[config.mk]
export PLATFORM = sky130hd
export DESIGN_NAME = cmd_assembler
export DESIGN_NICKNAME = d
export VERILOG_FILES = /design/src/rtl/dso_pkg.sv /design/src/rtl/cmd_assembler_sat_cnt.sv /design/src/rtl/cmd_assembler.sv
export SDC_FILE = /design/constraint.sdc
export NUM_CORES = 1
export LEC_CHECK = 0
export CORE_MARGIN = 4
export CORE_UTILIZATION = 51
export DETAILED_ROUTE_END_ITERATION = 6
export GPL_TIMING_DRIVEN = 0
export PLACE_DENSITY = 0.9
export SLEW_MARGIN = 0
export SYNTH_ARGS = -nofsm -noshare
export SYNTH_HDL_FRONTEND = slang
export SYNTH_SLANG_ARGS = --single-unit
export TNS_END_PERCENT = 1
[constraint.sdc]
create_clock -name clk -period 2.3 [get_ports clk]
set_input_delay 0.69 -clock clk [delete_from_list [all_inputs] [get_ports clk]]
set_output_delay 0.69 -clock clk [all_outputs]
set_load 0.05 [all_outputs]
[src/rtl/dso_pkg.sv]
// Shared DSO_dig definitions: assembler states, command width
// and the opcode map decoded by the dispatcher.
package dso_pkg;

   typedef enum logic [1:0] {IDLE, B1, B2, HOLD} asm_state_t;

   localparam int CMD_W = 24;

   localparam logic [7:0] DUMP_CH  = 8'h01;
   localparam logic [7:0] CFG_GAIN = 8'h02;
   localparam logic [7:0] TRIG_POS = 8'h03;
   localparam logic [7:0] TRIG_LVL = 8'h04;
   localparam logic [7:0] TRIG_CFG = 8'h05;
   localparam logic [7:0] EEP_WR   = 8'h08;
   localparam logic [7:0] EEP_RD   = 8'h09;

endpackage

[src/rtl/cmd_assembler_sat_cnt.sv]
// Saturating up-counter with synchronous clear; sticks at
// all-ones instead of wrapping.
module sat_cnt #(
   parameter int W = 8
) (
   input  logic         clk,
   input  logic         clr,
   input  logic         inc,
   output logic [W-1:0] cnt
);

   always_ff @(posedge clk) begin
      if (clr)
         cnt <= '0;
      else if (inc && !(&cnt))
         cnt <= cnt + 1'b1;
   end

endmodule

[src/rtl/cmd_assembler.sv]
// Gathers three UART RX bytes into a 24-bit command, holds it
// for the dispatcher, drops stalled frames and counts overruns.
module cmd_assembler
   import dso_pkg::*;
#(
   parameter int TO_CYC = 104166,
   parameter int TO_W   = 17,
   parameter int ERR_W  = 8
) (
   input  logic             clk,
   input  logic             rst,
   input  logic             rx_rdy,
   input  logic [7:0]       rx_data,
   output logic             clr_rx_rdy,
   output logic [CMD_W-1:0] cmd,
   output logic             cmd_rdy,
   input  logic             clr_cmd_rdy,
   output logic             frame_err,
   output logic [ERR_W-1:0] ovr_cnt,
   output logic [ERR_W-1:0] to_cnt
);

   asm_state_t       state, nxt;
   logic [CMD_W-1:0] cmd_nxt;
   logic             cmd_rdy_nxt;
   logic [TO_W-1:0]  tmr;
   logic             acc, tmo, ovr, tmr_end;

   // rx_rdy is still high while our clear is in flight
   assign acc     = rx_rdy & ~clr_rx_rdy;
   assign tmr_end = (tmr == TO_W'(TO_CYC - 1));

   always_comb begin
      nxt         = state;
      cmd_nxt     = cmd;
      cmd_rdy_nxt = cmd_rdy;
      tmo         = 1'b0;
      ovr         = 1'b0;
      unique case (state)
         IDLE: begin
            if (acc) begin
               nxt            = B1;
               cmd_nxt[23:16] = rx_data;
            end
         end
         B1: begin
            if (acc) begin
               nxt           = B2;
               cmd_nxt[15:8] = rx_data;
            end else if (tmr_end) begin
               nxt = IDLE;
               tmo = 1'b1;
            end
         end
         B2: begin
            if (acc) begin
               nxt          = HOLD;
               cmd_nxt[7:0] = rx_data;
               cmd_rdy_nxt  = 1'b1;
            end else if (tmr_end) begin
               nxt = IDLE;
               tmo = 1'b1;
            end
         end
         HOLD: begin
            if (clr_cmd_rdy) begin
               cmd_rdy_nxt = 1'b0;
               nxt         = IDLE;
               if (acc) begin
                  nxt            = B1;
                  cmd_nxt[23:16] = rx_data;
               end
            end else if (acc) begin
               ovr = 1'b1;
            end
         end
         default: nxt = IDLE;
      endcase
   end

   always_ff @(posedge clk) begin
      if (rst) begin
         state      <= IDLE;
         cmd        <= '0;
         cmd_rdy    <= 1'b0;
         clr_rx_rdy <= 1'b0;
         frame_err  <= 1'b0;
      end else begin
         state      <= nxt;
         cmd        <= cmd_nxt;
         cmd_rdy    <= cmd_rdy_nxt;
         clr_rx_rdy <= acc;
         frame_err  <= tmo;
      end
   end

   always_ff @(posedge clk) begin
      if (rst)
         tmr <= '0;
      else if ((state == B1 || state == B2) && !acc && !tmo)
         tmr <= tmr + 1'b1;
      else
         tmr <= '0;
   end

   sat_cnt #(.W(ERR_W)) u_ovr (
      .clk (clk),
      .clr (rst),
      .inc (ovr),
      .cnt (ovr_cnt)
   );

   sat_cnt #(.W(ERR_W)) u_to (
      .clk (clk),
      .clr (rst),
      .inc (tmo),
      .cnt (to_cnt)
   );

endmodule
* Word-level counts from Yosys, hierarchy flattened
Cells that the tools add are included.
** Cells by class
- Add/subtract/negate cells :: 3
- Equality and inequality tests :: 7
- Multiplexer cells :: 19
- Bitwise gates (word level) :: 3
- Reductions and logical operators :: 21
** Operator list (number)
- adder 17 x 1 -> 17 bit, second input constant :: 1
- == test 17 bit, second input constant :: 1
- adder 8 x 1 -> 8 bit, second input constant :: 2
- two-way mux 8 bit :: 2
- one-hot mux 8 bit (2 select lines) :: 1
- AND reduction 8 bit :: 2
- two-way mux 2 bit :: 5
- two-way mux 1 bit :: 9
- one-hot mux 2 bit (4 select lines) :: 1
- AND reduction 2 bit :: 4
- inequality test 2 bit, second input constant :: 3
- == test 2 bit, second input constant :: 2
- logical AND 1 bit :: 4
- zero test 1 bit :: 4
- nonzero test 2 bit :: 2
- OR reduction 2 bit :: 2
- AND reduction 3 bit :: 1
- == test 2 x 1 -> 1 bit, second input constant :: 1
- zero test 2 bit :: 1
- inverter 1 bit :: 2
- one-hot mux 1 bit (2 select lines) :: 1
- bitwise AND 1 bit :: 1
- logical OR 1 bit :: 1
** Storage, ports and cells
- Bits in registers :: 62
- Bits of input ports :: 12
- Output and inout bits :: 43
- Logic and storage cells :: 63

* Depth between registers and ports, before layout
- Depth after elaboration :: 8
- Depth in mapped cells :: 8

* By module
From an unflattened synthesis, not the netlist that was laid out.
** Unflattened totals
- Cells, all modules :: 319
- Area, all modules :: 2871.5 um^2
** By module, submodules not included
- cmd_assembler :: instances 1, cells an instance 231, area each 1978.1 um^2, seq. area each 920.9 um^2
- sat_cnt :: instances 2, cells an instance 44, area each 446.7 um^2, seq. area each 160.2 um^2

* Worst setup path before layout
No wires, ideal clock.
- Path kind :: register -> register
- Start :: register u_ovr.cnt[0]
- End :: register u_ovr.cnt[4]
- Setup time :: 0.128 ns
- Arrival time :: 1.833 ns
- Data required time :: 2.172 ns
- Setup slack :: 0.339 ns
- Stages on the path, launching flop included :: 7
- Path buffers :: 0
- Path through :: dfxtp_1 > ha_1 > nand3_1 > o211ai_1 > nor2_1 > xnor2_1 > nor2_1
** Between the ends
- Longest elaborated chain between the ends :: 3
- Elaborated cells between the ends (all ways) :: 4
- Classes of those cells :: add/sub: 1; reduce/logical: 3
** Ends and longest elaborated chain
- start: declaration :: line cmd_assembler_sat_cnt.sv:9 : output logic [W-1:0] cnt
- start signal: assignment :: line cmd_assembler_sat_cnt.sv:16 : cnt <= cnt + 1'b1;
- branches (longest 3 deep; another with adder 8 x 1 -> 8 bit)
Parallel ways; which one is timed is not known.
A chain may end at the register's enable or synchronous reset.

* Final worst setup path
- Start :: register u_to.cnt[6]
- End :: output to_cnt[6]
** RTL lines
- start: declaration :: line cmd_assembler_sat_cnt.sv:9
- start signal: assignment :: line cmd_assembler_sat_cnt.sv:16
- end: declaration :: line cmd_assembler.sv:20 : output logic [ERR_W-1:0] to_cnt
No word-level cell between the ends.

==> qor.csv <==
stage,metric,value,unit
drt,avgRoutedWirePerCell,14.6,um
logic_synthesis,synthCells,310,
logic_synthesis,synth_edf_count,0,
pwr,power_leakage,1.43,nW
worst_setup_path,cp_top_family,buffers and inverters,
pwr,p_clk_share,38.8,%
final_layout,drive_gt1_share,7.12,%
sta,tightestPinTransition,0.684,ns
drt,dr_wl_met2,3300,um
drt,drtPass1Iterations,5,
drt,top_layer,met4,
pwr,p_int,1.79,mW
final_layout,stdcell_count,449,
placement,portBuffers,53,
worst_setup_path,critPathLaunchType,flip-flop,
grt,track_usage,21.6,%
cts,cts_sinks,62,
logic_synthesis,synth_area_per_cell,8.82,sq um
drt,vias_per_cell,5.42,
floorplanning,core-area,5140,sq um
worst_setup_path,crit_path_max_incr_delay,0.82,ns
floorplanning,die_h,81.2,um
floorplanning,die_area,6600,sq um
placement,hpwl,4700,um
pwr,combinationalPowerShare,15.4,%
logic_synthesis,synthTopCellsByArea,"dfxtp_1, nor2_1, nand3_1, xnor2_1, nand2_1",
logic_synthesis,ys_types,41,
cts,numCtsBuffers,9,
logic_synthesis,synth_fp_nets,331,
worst_setup_path,crit_arrival,1.55,ns
drt,wl_met1,2690,um
logic_synthesis,ys_ff_latch,62,
pwr,ir_drop,0.491,mV
worst_setup_path,required,1.61,ns
worst_setup_path,crit_slowest_cell,clkdlybuf4s50_1,
logic_synthesis,synth_seq_area_share,45.4,%
worst_hold_path,min_path_type,flip-flop to flip-flop,
grt,grt_pass1_vias,2354,
floorplanning,io_pins,55,
logic_synthesis,yosysWarnings,0,
cts,insertion_delay,0.34,ns
worst_setup_path,crit_buf_inv,1,
drt,drtAntennaViolNets,0,
sta,drv_slew,0,
sta,relSlewSlack,54.2,%
sta,fin_skew,0.00645,ns
sta,min_period,2.24,ns
drt,vias,2433,
cts,cts-root-buf,clkbuf_8,
placement,gp_congestion,0.829,
drt,initialDrtViolationCount,136,
sta,hold_ws,0.458,ns
logic_synthesis,synthArstFlopShare,0,%
worst_setup_path,cp_max_fo,4,
logic_synthesis,synth-main-ff-cell,dfxtp_1,
floorplanning,start_util,53.2,%
drt,drcViolationCount,0,
grt,grt_pass1_wl,10800,um
run_status,outcome,completed,
final_layout,nets,395,
sta,fin_crit_sh,97.3,%
worst_setup_path,path_class,flip-flop to primary output,
logic_synthesis,synth_top_area_share,45.4,%
logic_synthesis,syn-cell-area,2740,sq um
sta,rsz0062_at_grt,false,
pwr,p_switching,0.675,mW
cts,cts_max_path_buffers,2,
sta,setup-violations-final,0,
final_layout,area_growth,30.1,%
final_layout,final_area,3560,sq um
worst_setup_path,crit_chain,clkdlybuf4s50_1,
pwr,powerDensity,694,nW/um^2
logic_synthesis,synth_most_common_cell,dfxtp_1,
drt,wl_met3,446,um
sta,max_freq,0.447,GHz
final_layout,n_antenna_cell,0,
pwr,seq_power_share,45.8,%
worst_setup_path,cp-end-kind,primary output,
placement,placed_cell_area,3350,sq um
logic_synthesis,netlist.top_cell.by_area,dfxtp_1,
grt,antenna_found_initial,0,
sta,finalHoldViolCount,0,
cts,cts_tree,done,
cts,clk_pin_slew,0.07,ns
floorplanning,num_rows,26,
cts,cts_setup_buffers,0,
final_layout,fin_util,69.2,%
grt,grt_max_degree,11,
pwr,swShare,27.3,%
flow_run,maxCapViolCount,0,
drt,drt_wl_total,6560,um
grt,grt-ovfl-total,0,
placement,dp.cells,433,
floorplanning,die_width,81.2,um
cts,cts-htree-levels,3,
logic_synthesis,synth_common_cells,"dfxtp_1, nor2_1, nand2_1, nand3_1, a21oi_1",
-- registers in the layout (all words and copies together), names as in the netlist --
| register | cells |
|---|---|
| state | 2 |
| frame_err | 1 |
| clr_rx_rdy | 1 |
| tmr | 17 |
| cmd | 24 |
| u_ovr.cnt | 8 |
| u_to.cnt | 8 |
| cmd_rdy | 1 |
-- through the flow --
step,worst slack (ns),power [mW],setup TNS [ns]
final,0.0615,2.47,0
after global routing,0.00976,2.58,0
after CTS,0.00691,2.49,0
after detailed placement,-0.201,1.53,-2.59
after global placement,-0.170,1.52,-2.01
after floorplan,0.339,1.41,0
-- final timing paths --
kind / from / end / slack [ns] / cells after the start
min: cmd[3] / cmd[3] / 0.46 / 2
max reg2reg: state[0] / u_to.cnt[5] / 0.36 / 6
max: u_to.cnt[6] / to_cnt[6] / 0.06 / 1
min reg2reg: cmd[3] / cmd[3] / 0.46 / 2
-- kinds of logic after synthesis --
| group | Yosys count | synth area share [%] |
|---|---|---|
| flip-flops | 62 | 45.4 |
| XOR/XNOR | 23 | 7.37 |
| multiplexers | 11 | 4.21 |
| AO/OA/AOI/OAI | 36 | 7.55 |
| buffers and inverters | 18 | 2.84 |
| adder cells (fa/ha/maj) | 9 | 4.12 |
| AND/OR/NAND/NOR | 151 | 28.5 |
-- power by group through the flow --
| stage | Sequential (mW) | Clock (mW) | Combinational (mW) |
|---|---|---|---|
| after global routing | 1.13 | 1.03 | 0.410 |
| final | 1.13 | 0.957 | 0.380 |
| after floorplan | 1.24 | 0 | 0.169 |
| after CTS | 1.13 | 0.978 | 0.382 |
| after detailed placement | 1.15 | 0 | 0.378 |
| after global placement | 1.15 | 0 | 0.366 |
-- worst min-delay path: cells and delay by family (launching register included) --
| kind | cells | cell delay, ns |
|---|---|---|
| AO/OA/AOI/OAI | 1 | 0.05 |
| flip-flops | 1 | 0.31 |
| AND/OR/NAND/NOR | 1 | 0.05 |
-- placed cells by master, fill, tap and decap left out, drive strengths merged, types with 3 or more instances in the layout --
| master | count |
|---|---|
| clkbuf | 20 |
| clkdlybuf4s50 | 41 |
| nand2 | 32 |
| inv | 6 |
| dlygate4sd2 | 7 |
| buf | 4 |
| nor3 | 7 |
| mux2i | 10 |
| a21oi | 22 |
| and3 | 6 |
| o21ai | 5 |
| ha | 9 |
| nand3 | 29 |
| clkinv | 3 |
| nor2 | 52 |
| dlymetal6s2s | 5 |
| xor2 | 9 |
| xnor2 | 14 |
| and4 | 7 |
| nand4 | 4 |
| nor4 | 3 |
| dfxtp | 62 |
-- per-layer routing --
layer  global-route usage (%)  up-vias
li1                         -     1193
met1                     24.9     1143
met2                     36.8       81
met3                     6.10       16
met4                     10.1        0
met5                        0        -
-- cell type report --
cell class                      instances  area, sq um
Buffer                                 12         55.1
Clock buffer                           12          155
Clock inverter                          4         45.0
Fill cell                             421         1580
Inverter                                6         22.5
Multi-Input combinational cell        230         1420
Sequential cell                        62         1240
Tap cell                               70         87.6
Timing Repair Buffer                   53          534
-- repair_timing --
item,CTS,global route
hold buffers,0,0
resized for setup,7,5
pin swaps,0,0
setup endpoints to repair,7,5
No activity file was read; power rests on OpenSTA's default activity.
